$ cat src/rtl/aes_128_key_expand_4cyc.sv
// AES-128 key expansion with one shared S-box: one SubWord byte per cycle, four cycles per round.
// Round keys are stored and then served to the core one per key_ready request.
module aes_128_key_expand_4cyc #(
    parameter int unsigned NR          = 10,
    parameter int unsigned CYC_PER_RND = 4
) (
    input  logic         clk,
    input  logic         kill,
    input  logic [127:0] key_in,
    input  logic         key_load,
    output logic         key_valid,
    input  logic         core_in_en,
    input  logic         core_key_ready,
    input  logic         core_out_en,
    output logic [127:0] key_round
);

    localparam logic [3:0] LastRnd  = 4'(NR);
    localparam logic [1:0] LastByte = 2'(CYC_PER_RND - 1);

    localparam logic [7:0] Sbox [256] = '{
        8'h63, 8'h7c, 8'h77, 8'h7b, 8'hf2, 8'h6b, 8'h6f, 8'hc5,
        8'h30, 8'h01, 8'h67, 8'h2b, 8'hfe, 8'hd7, 8'hab, 8'h76,
        8'hca, 8'h82, 8'hc9, 8'h7d, 8'hfa, 8'h59, 8'h47, 8'hf0,
        8'had, 8'hd4, 8'ha2, 8'haf, 8'h9c, 8'ha4, 8'h72, 8'hc0,
        8'hb7, 8'hfd, 8'h93, 8'h26, 8'h36, 8'h3f, 8'hf7, 8'hcc,
        8'h34, 8'ha5, 8'he5, 8'hf1, 8'h71, 8'hd8, 8'h31, 8'h15,
        8'h04, 8'hc7, 8'h23, 8'hc3, 8'h18, 8'h96, 8'h05, 8'h9a,
        8'h07, 8'h12, 8'h80, 8'he2, 8'heb, 8'h27, 8'hb2, 8'h75,
        8'h09, 8'h83, 8'h2c, 8'h1a, 8'h1b, 8'h6e, 8'h5a, 8'ha0,
        8'h52, 8'h3b, 8'hd6, 8'hb3, 8'h29, 8'he3, 8'h2f, 8'h84,
        8'h53, 8'hd1, 8'h00, 8'hed, 8'h20, 8'hfc, 8'hb1, 8'h5b,
        8'h6a, 8'hcb, 8'hbe, 8'h39, 8'h4a, 8'h4c, 8'h58, 8'hcf,
        8'hd0, 8'hef, 8'haa, 8'hfb, 8'h43, 8'h4d, 8'h33, 8'h85,
        8'h45, 8'hf9, 8'h02, 8'h7f, 8'h50, 8'h3c, 8'h9f, 8'ha8,
        8'h51, 8'ha3, 8'h40, 8'h8f, 8'h92, 8'h9d, 8'h38, 8'hf5,
        8'hbc, 8'hb6, 8'hda, 8'h21, 8'h10, 8'hff, 8'hf3, 8'hd2,
        8'hcd, 8'h0c, 8'h13, 8'hec, 8'h5f, 8'h97, 8'h44, 8'h17,
        8'hc4, 8'ha7, 8'h7e, 8'h3d, 8'h64, 8'h5d, 8'h19, 8'h73,
        8'h60, 8'h81, 8'h4f, 8'hdc, 8'h22, 8'h2a, 8'h90, 8'h88,
        8'h46, 8'hee, 8'hb8, 8'h14, 8'hde, 8'h5e, 8'h0b, 8'hdb,
        8'he0, 8'h32, 8'h3a, 8'h0a, 8'h49, 8'h06, 8'h24, 8'h5c,
        8'hc2, 8'hd3, 8'hac, 8'h62, 8'h91, 8'h95, 8'he4, 8'h79,
        8'he7, 8'hc8, 8'h37, 8'h6d, 8'h8d, 8'hd5, 8'h4e, 8'ha9,
        8'h6c, 8'h56, 8'hf4, 8'hea, 8'h65, 8'h7a, 8'hae, 8'h08,
        8'hba, 8'h78, 8'h25, 8'h2e, 8'h1c, 8'ha6, 8'hb4, 8'hc6,
        8'he8, 8'hdd, 8'h74, 8'h1f, 8'h4b, 8'hbd, 8'h8b, 8'h8a,
        8'h70, 8'h3e, 8'hb5, 8'h66, 8'h48, 8'h03, 8'hf6, 8'h0e,
        8'h61, 8'h35, 8'h57, 8'hb9, 8'h86, 8'hc1, 8'h1d, 8'h9e,
        8'he1, 8'hf8, 8'h98, 8'h11, 8'h69, 8'hd9, 8'h8e, 8'h94,
        8'h9b, 8'h1e, 8'h87, 8'he9, 8'hce, 8'h55, 8'h28, 8'hdf,
        8'h8c, 8'ha1, 8'h89, 8'h0d, 8'hbf, 8'he6, 8'h42, 8'h68,
        8'h41, 8'h99, 8'h2d, 8'h0f, 8'hb0, 8'h54, 8'hbb, 8'h16
    };

    typedef enum logic [1:0] {StIdle, StExpand, StReady} state_e;

    state_e       state;
    logic [127:0] rk0;
    logic [127:0] work;
    logic [127:0] rk [1:NR];
    logic [3:0]   rnd;
    logic [3:0]   idx;
    logic [1:0]   bcnt;
    logic [23:0]  sub;

    logic [31:0]  temp;
    logic [7:0]   sbox_in;
    logic [7:0]   sbox_out;
    logic [31:0]  sub_word;
    logic [31:0]  nw0, nw1, nw2, nw3;
    logic [127:0] next_rk;
    logic         round_done;

    function automatic logic [7:0] rcon(input logic [3:0] r);
        case (r)
            4'd1:    return 8'h01;
            4'd2:    return 8'h02;
            4'd3:    return 8'h04;
            4'd4:    return 8'h08;
            4'd5:    return 8'h10;
            4'd6:    return 8'h20;
            4'd7:    return 8'h40;
            4'd8:    return 8'h80;
            4'd9:    return 8'h1b;
            4'd10:   return 8'h36;
            default: return 8'h00;
        endcase
    endfunction

    // RotWord of w3 with byte 0 at the LSB.
    assign temp = {work[103:96], work[127:104]};

    always_comb begin
        sbox_in = 8'h00;
        case (bcnt)
            2'd0: sbox_in = temp[7:0];
            2'd1: sbox_in = temp[15:8];
            2'd2: sbox_in = temp[23:16];
            2'd3: sbox_in = temp[31:24];
        endcase
    end

    assign sbox_out = Sbox[sbox_in];

    // The last byte comes straight from the ROM so the round closes on the fourth edge.
    assign sub_word   = {sbox_out, sub} ^ {24'h0, rcon(rnd)};
    assign nw0        = work[31:0] ^ sub_word;
    assign nw1        = work[63:32] ^ nw0;
    assign nw2        = work[95:64] ^ nw1;
    assign nw3        = work[127:96] ^ nw2;
    assign next_rk    = {nw3, nw2, nw1, nw0};
    assign round_done = (state == StExpand) && (bcnt == LastByte);

    always_ff @(posedge clk) begin
        if (kill) begin
            state     <= StIdle;
            key_valid <= 1'b0;
            key_round <= '0;
            idx       <= 4'd1;
            rnd       <= 4'd1;
            bcnt      <= 2'd0;
            sub       <= '0;
        end else if (key_load) begin
            rk0       <= key_in;
            work      <= key_in;
            key_round <= key_in;
            key_valid <= 1'b0;
            rnd       <= 4'd1;
            bcnt      <= 2'd0;
            idx       <= 4'd1;
            state     <= StExpand;
        end else begin
            case (state)
                StExpand: begin
                    bcnt <= bcnt + 2'd1;
                    case (bcnt)
                        2'd0: sub[7:0]   <= sbox_out;
                        2'd1: sub[15:8]  <= sbox_out;
                        2'd2: sub[23:16] <= sbox_out;
                        2'd3: begin
                            work <= next_rk;
                            rnd  <= rnd + 4'd1;
                            if (rnd == LastRnd) begin
                                state     <= StReady;
                                key_valid <= 1'b1;
                            end
                        end
                    endcase
                end
                StReady: begin
                    if (core_out_en) begin
                        idx       <= 4'd1;
                        key_round <= rk0;
                    end else if (core_in_en && core_key_ready) begin
                        idx       <= 4'd2;
                        key_round <= rk[1];
                    end else if (core_in_en) begin
                        idx       <= 4'd1;
                        key_round <= rk0;
                    end else if (core_key_ready && (idx <= LastRnd)) begin
                        idx       <= idx + 4'd1;
                        key_round <= rk[idx];
                    end
                end
                default: ;
            endcase
        end
    end

    // Round-key file holds no reset; its contents are only read once key_valid is set.
    always_ff @(posedge clk) begin
        if (!kill && !key_load && round_done) begin
            rk[rnd] <= next_rk;
        end
    end

endmodule

$ cat config.mk
export PLATFORM = sky130hd
export DESIGN_NAME = aes_128_key_expand_4cyc
export DESIGN_NICKNAME = d
export VERILOG_FILES = /design/src/rtl/aes_128_key_expand_4cyc.sv
export SDC_FILE = /design/constraint.sdc
export NUM_CORES = 2
export LEC_CHECK = 0
export ABC_AREA = 1
export BUFFER_PORTS_ARGS = -buffer_cell sky130_fd_sc_hd__buf_4
export CORE_MARGIN = 4
export CORE_UTILIZATION = 45
export CTS_BUF_LIST = sky130_fd_sc_hd__clkbuf_2 sky130_fd_sc_hd__clkbuf_4 sky130_fd_sc_hd__clkbuf_8
export CTS_CLUSTER_DIAMETER = 30
export DETAILED_ROUTE_END_ITERATION = 6
export GPL_TIMING_DRIVEN = 0
export SETUP_SLACK_MARGIN = 0.1
export SYNTH_ARGS = -nofsm -noshare
export SYNTH_HDL_FRONTEND = slang
export SYNTH_SLANG_ARGS = --single-unit
$ cat constraint.sdc
create_clock -name clk -period 15.2 [get_ports clk]
set_input_delay 1.52 -clock clk [delete_from_list [all_inputs] [get_ports clk]]
set_output_delay 1.52 -clock clk [all_outputs]
set_load 0.02 [all_outputs]
==> impl_metrics.json <==
{
  "status": "finished with violations",
  "violated_checks": "capacitance limit, slew limit",
  "yosysWarnings": 0,
  "drtAntennaViolNets": 0,
  "finalNonFillerCells": 9503,
  "clk_transition_reported_paths_ns": 0.06,
  "cp_max_fo": 12,
  "leakagePower_uw": 0.03143,
  "postSynthRegisterBits": 1712,
  "period_minus_slack_ns": 5.859,
  "synth_commonest_cells": "sky130_fd_sc_hd__edfxtp_1, sky130_fd_sc_hd__nand2_1, sky130_fd_sc_hd__o21ai_0",
  "cp.arrival_ns": 6.58,
  "overflow": 0,
  "routedWlPerCell_um": 30.61,
  "post_cts.repair.setup_buffers": 0,
  "max_freq_mhz": 170.7,
  "highest-signal-layer": "met5",
  "synth_area_per_cell_um2": 11.39,
  "drt-initial-drc-count": 7915,
  "route.final.wire_length_um": 290900,
  "fin_nets": 7260,
  "drt-pass1-iter-count": 6,
  "start_util": 0.4532,
  "post_synth_inst_count": 6310,
  "layout.cell_area.non_filler_um2": 87380,
  "synthDominantCellAreaShare": 0.6418,
  "critical_path.cell_chain": "inv_1 -> ha_1 -> inv_2 -> buf_4 -> nand2_1 -> o21bai_2 -> ha_1 -> nand3_1 -> nand2_1 -> nand3_1 -> nand3_1 -> nand3_1 -> nand3_2 -> nand2_2 -> nand2_1 -> nand3_1 -> nand2_2 -> nand2_1 -> nand2_1 -> nand2_1 -> and2_1",
  "antenna_found_initial": 29,
  "final_min_period_over_clock_period": 0.3855,
  "top_level_ports": 263,
  "worstHoldPathType": "flop to flop",
  "clock_latency_ns": 1.09,
  "post_dp_cell_area_um2": 78620,
  "num_rows": 146,
  "drt-met1-wl_um": 113400,
  "pin_count_of_the_biggest_net_entering_global_routing": 31,
  "fin_util": 0.5511,
  "grt_use_total": 0.3388,
  "fin_skew_ns": 0.08958,
  "async_flop_share": 0,
  "rsz_0062_raised_after_global_routing": "no",
  "tritoncts": "yes",
  "floorplan.die_area_um2": 166200,
  "ys_dominant_reg_cell": "sky130_fd_sc_hd__edfxtp_1",
  "timing_hold_violations_final": 0,
  "setup_viol_count_final": 0,
  "post_cts.resized_instances": 0,
  "clock-sinks": 1712,
  "cts_buffers": 380,
  "ys_top_cells_by_area": "sky130_fd_sc_hd__edfxtp_1, sky130_fd_sc_hd__o21ai_0, sky130_fd_sc_hd__dfxtp_1",
  "number_of_global_route_vias_before_repair": 54190,
  "met2RoutedLength_um": 129800,
  "pre_cts_ws_ns": 9.104,
  "fp.coreArea_um2": 158600,
  "timing.max_slew.rel_slack": -0.01668,
  "timing.final.max_slew_violations": 4,
  "num_vias": 57240,
  "hpwlAfterDp_um": 212800,
  "synth_seq_area_share": 0.6909,
  "synth_top_cell_by_area": "sky130_fd_sc_hd__edfxtp_1",
  "synth_enable_flop_cells": 1536,
  "dr_wl_met3_um": 31360,
  "chipWidth_um": 407.6,
  "area_delta_synth_final_pct": 21.59,
  "portBuffers": 260,
  "hold_bufs_inserted_after_cts": 0,
  "critical-path-max-stage-delay_ns": 0.58,
  "critPathSlowestCell": "sky130_fd_sc_hd__o21bai_2",
  "layout-drive-gt1-share": 0.1657,
  "power.ir.vdd_worst_mv": 0.1082,
  "timing.setup.critical_path_class": "flop to flop",
  "cp.required_ns": 15.92,
  "finalWorstSetupSlack_ns": 9.341,
  "dp.cells": 8790,
  "cp_common_cell": "sky130_fd_sc_hd__nand2_1",
  "mappedNetlistNets": 6468,
  "post_drt_via_cell_ratio": 6.023,
  "global_route_wire_length_before_repair_um": 402800,
  "post-synth-top-count-cell": "sky130_fd_sc_hd__edfxtp_1",
  "clockBufferDepth": 4,
  "drv_cap": 1,
  "cts-htree-levels": 5,
  "synth_cell_type_count": 42,
  "cts_root_buffer": "sky130_fd_sc_hd__clkbuf_8",
  "place.gp.congestion": 1.034,
  "tightest_pin_transition_ns": 1.514,
  "detail_route.drc_violations": 0,
  "crit_path_start_kind": "flop",
  "die_height_um": 407.6,
  "synth.cell_area_um2": 71860,
  "powerDensity_nw_per_um2": 141.8,
  "end_kind": "flop"
}
## path summary, 6_finish.rpt
| kind | startpoint | endpoint | slack, ns | cells past startpoint |
|---|---|---|---|---|
| worst min-delay path | idx[3] | flop | 0.48 | 2 |
| worst min register to register | idx[3] | flop | 0.48 | 2 |
| worst max register to register | bcnt[0] | rk[1][120] | 9.34 | 21 |
| worst max-delay path | bcnt[0] | rk[1][120] | 9.34 | 21 |
## where the power goes
| group | internal, uW | switching (uW) |
|---|---|---|
| Sequential | 5370 | 47.9 |
| Clock | 3610 | 2180 |
| Combinational | 254 | 928 |
## stage by stage
step                setup TNS, ns  hold slack (ns)  power [uW]
floorplan                       0           0.4367        6063
global placement         -6813.57           0.4745        6649
detailed placement              0           0.4636        6648
CTS                             0           0.4772       12370
global route                    0           0.4946       12710
finish                          0           0.4840       12390
## worst max-delay path, delay by kind of cell (launching register included)
kind / cells / cell delay [ns]
fa+ha+maj: 2 / 0.73
compound gates: 1 / 0.58
simple gates: 15 / 3.34
flops: 1 / 0.38
buf+inv: 3 / 0.46
## placed cells by master, fill, tap and decap left out, drive strengths merged, types with 3 or more instances in the layout
cell      Yosys  final
nand4         3      3
buf          87    497
bufinv        0     53
xor2         29     29
o211ai       44     44
edfxtp     1536   1536
inv         285    291
a21oi       279    279
clkinvlp      0     29
or2          20     20
nor4          5      5
nand3       413    413
and2          8      8
dfxtp       176    176
o2111ai      14     14
clkinv        1    106
diode         0     21
o22ai       483    483
xnor2        62     62
nor2        564    564
nor3          7      7
o21ai       835    835
a211oi      103    103
o31ai        18     18
clkbuf      356    853
nand3b        5      5
ha           24     24
nand2       951    951
## registers in the layout (all words and copies together), names as in the netlist, named ones only
name       flops
bcnt           2
idx            4
key_round    128
rk          1280
rk0          128
rnd            4
state          2
sub           24
work         128
## layout make-up
type | count | area (um^2)
Clock buffer | 497 | 6277
Buffer | 443 | 1813
Inverter | 286 | 1074
Antenna cell | 21 | 52.55
Tap cell | 2072 | 2592
Fill cell | 13500 | 71180
Timing Repair Buffer | 410 | 4045
Clock inverter | 193 | 2362
Sequential cell | 1712 | 49650
Multi-Input combinational cell | 3869 | 19520
## cell families (layout without fill, tap and decap cells)
logic type / Yosys count / count (layout) / synth area share
DFF: 1712 / 1712 / 0.6909
xor gates and xnor gates: 91 / 91 / 0.01109
other: 0 / 21 / 0
buffers and inverters: 729 / 1829 / 0.03978
AOI/OAI and AO/OA: 1778 / 1778 / 0.1390
and+or+nand+nor: 1976 / 1976 / 0.1151
adders and majority gates: 24 / 24 / 0.004179
## per-layer routing
layer / track usage / vias to the layer above
li1: - / 24700
met1: 0.4482 / 28390
met2: 0.5180 / 3510
met3: 0.08692 / 636
met4: 0.1750 / 4
met5: 0 / -
Note: power is estimated with default switching activity, not from simulation.
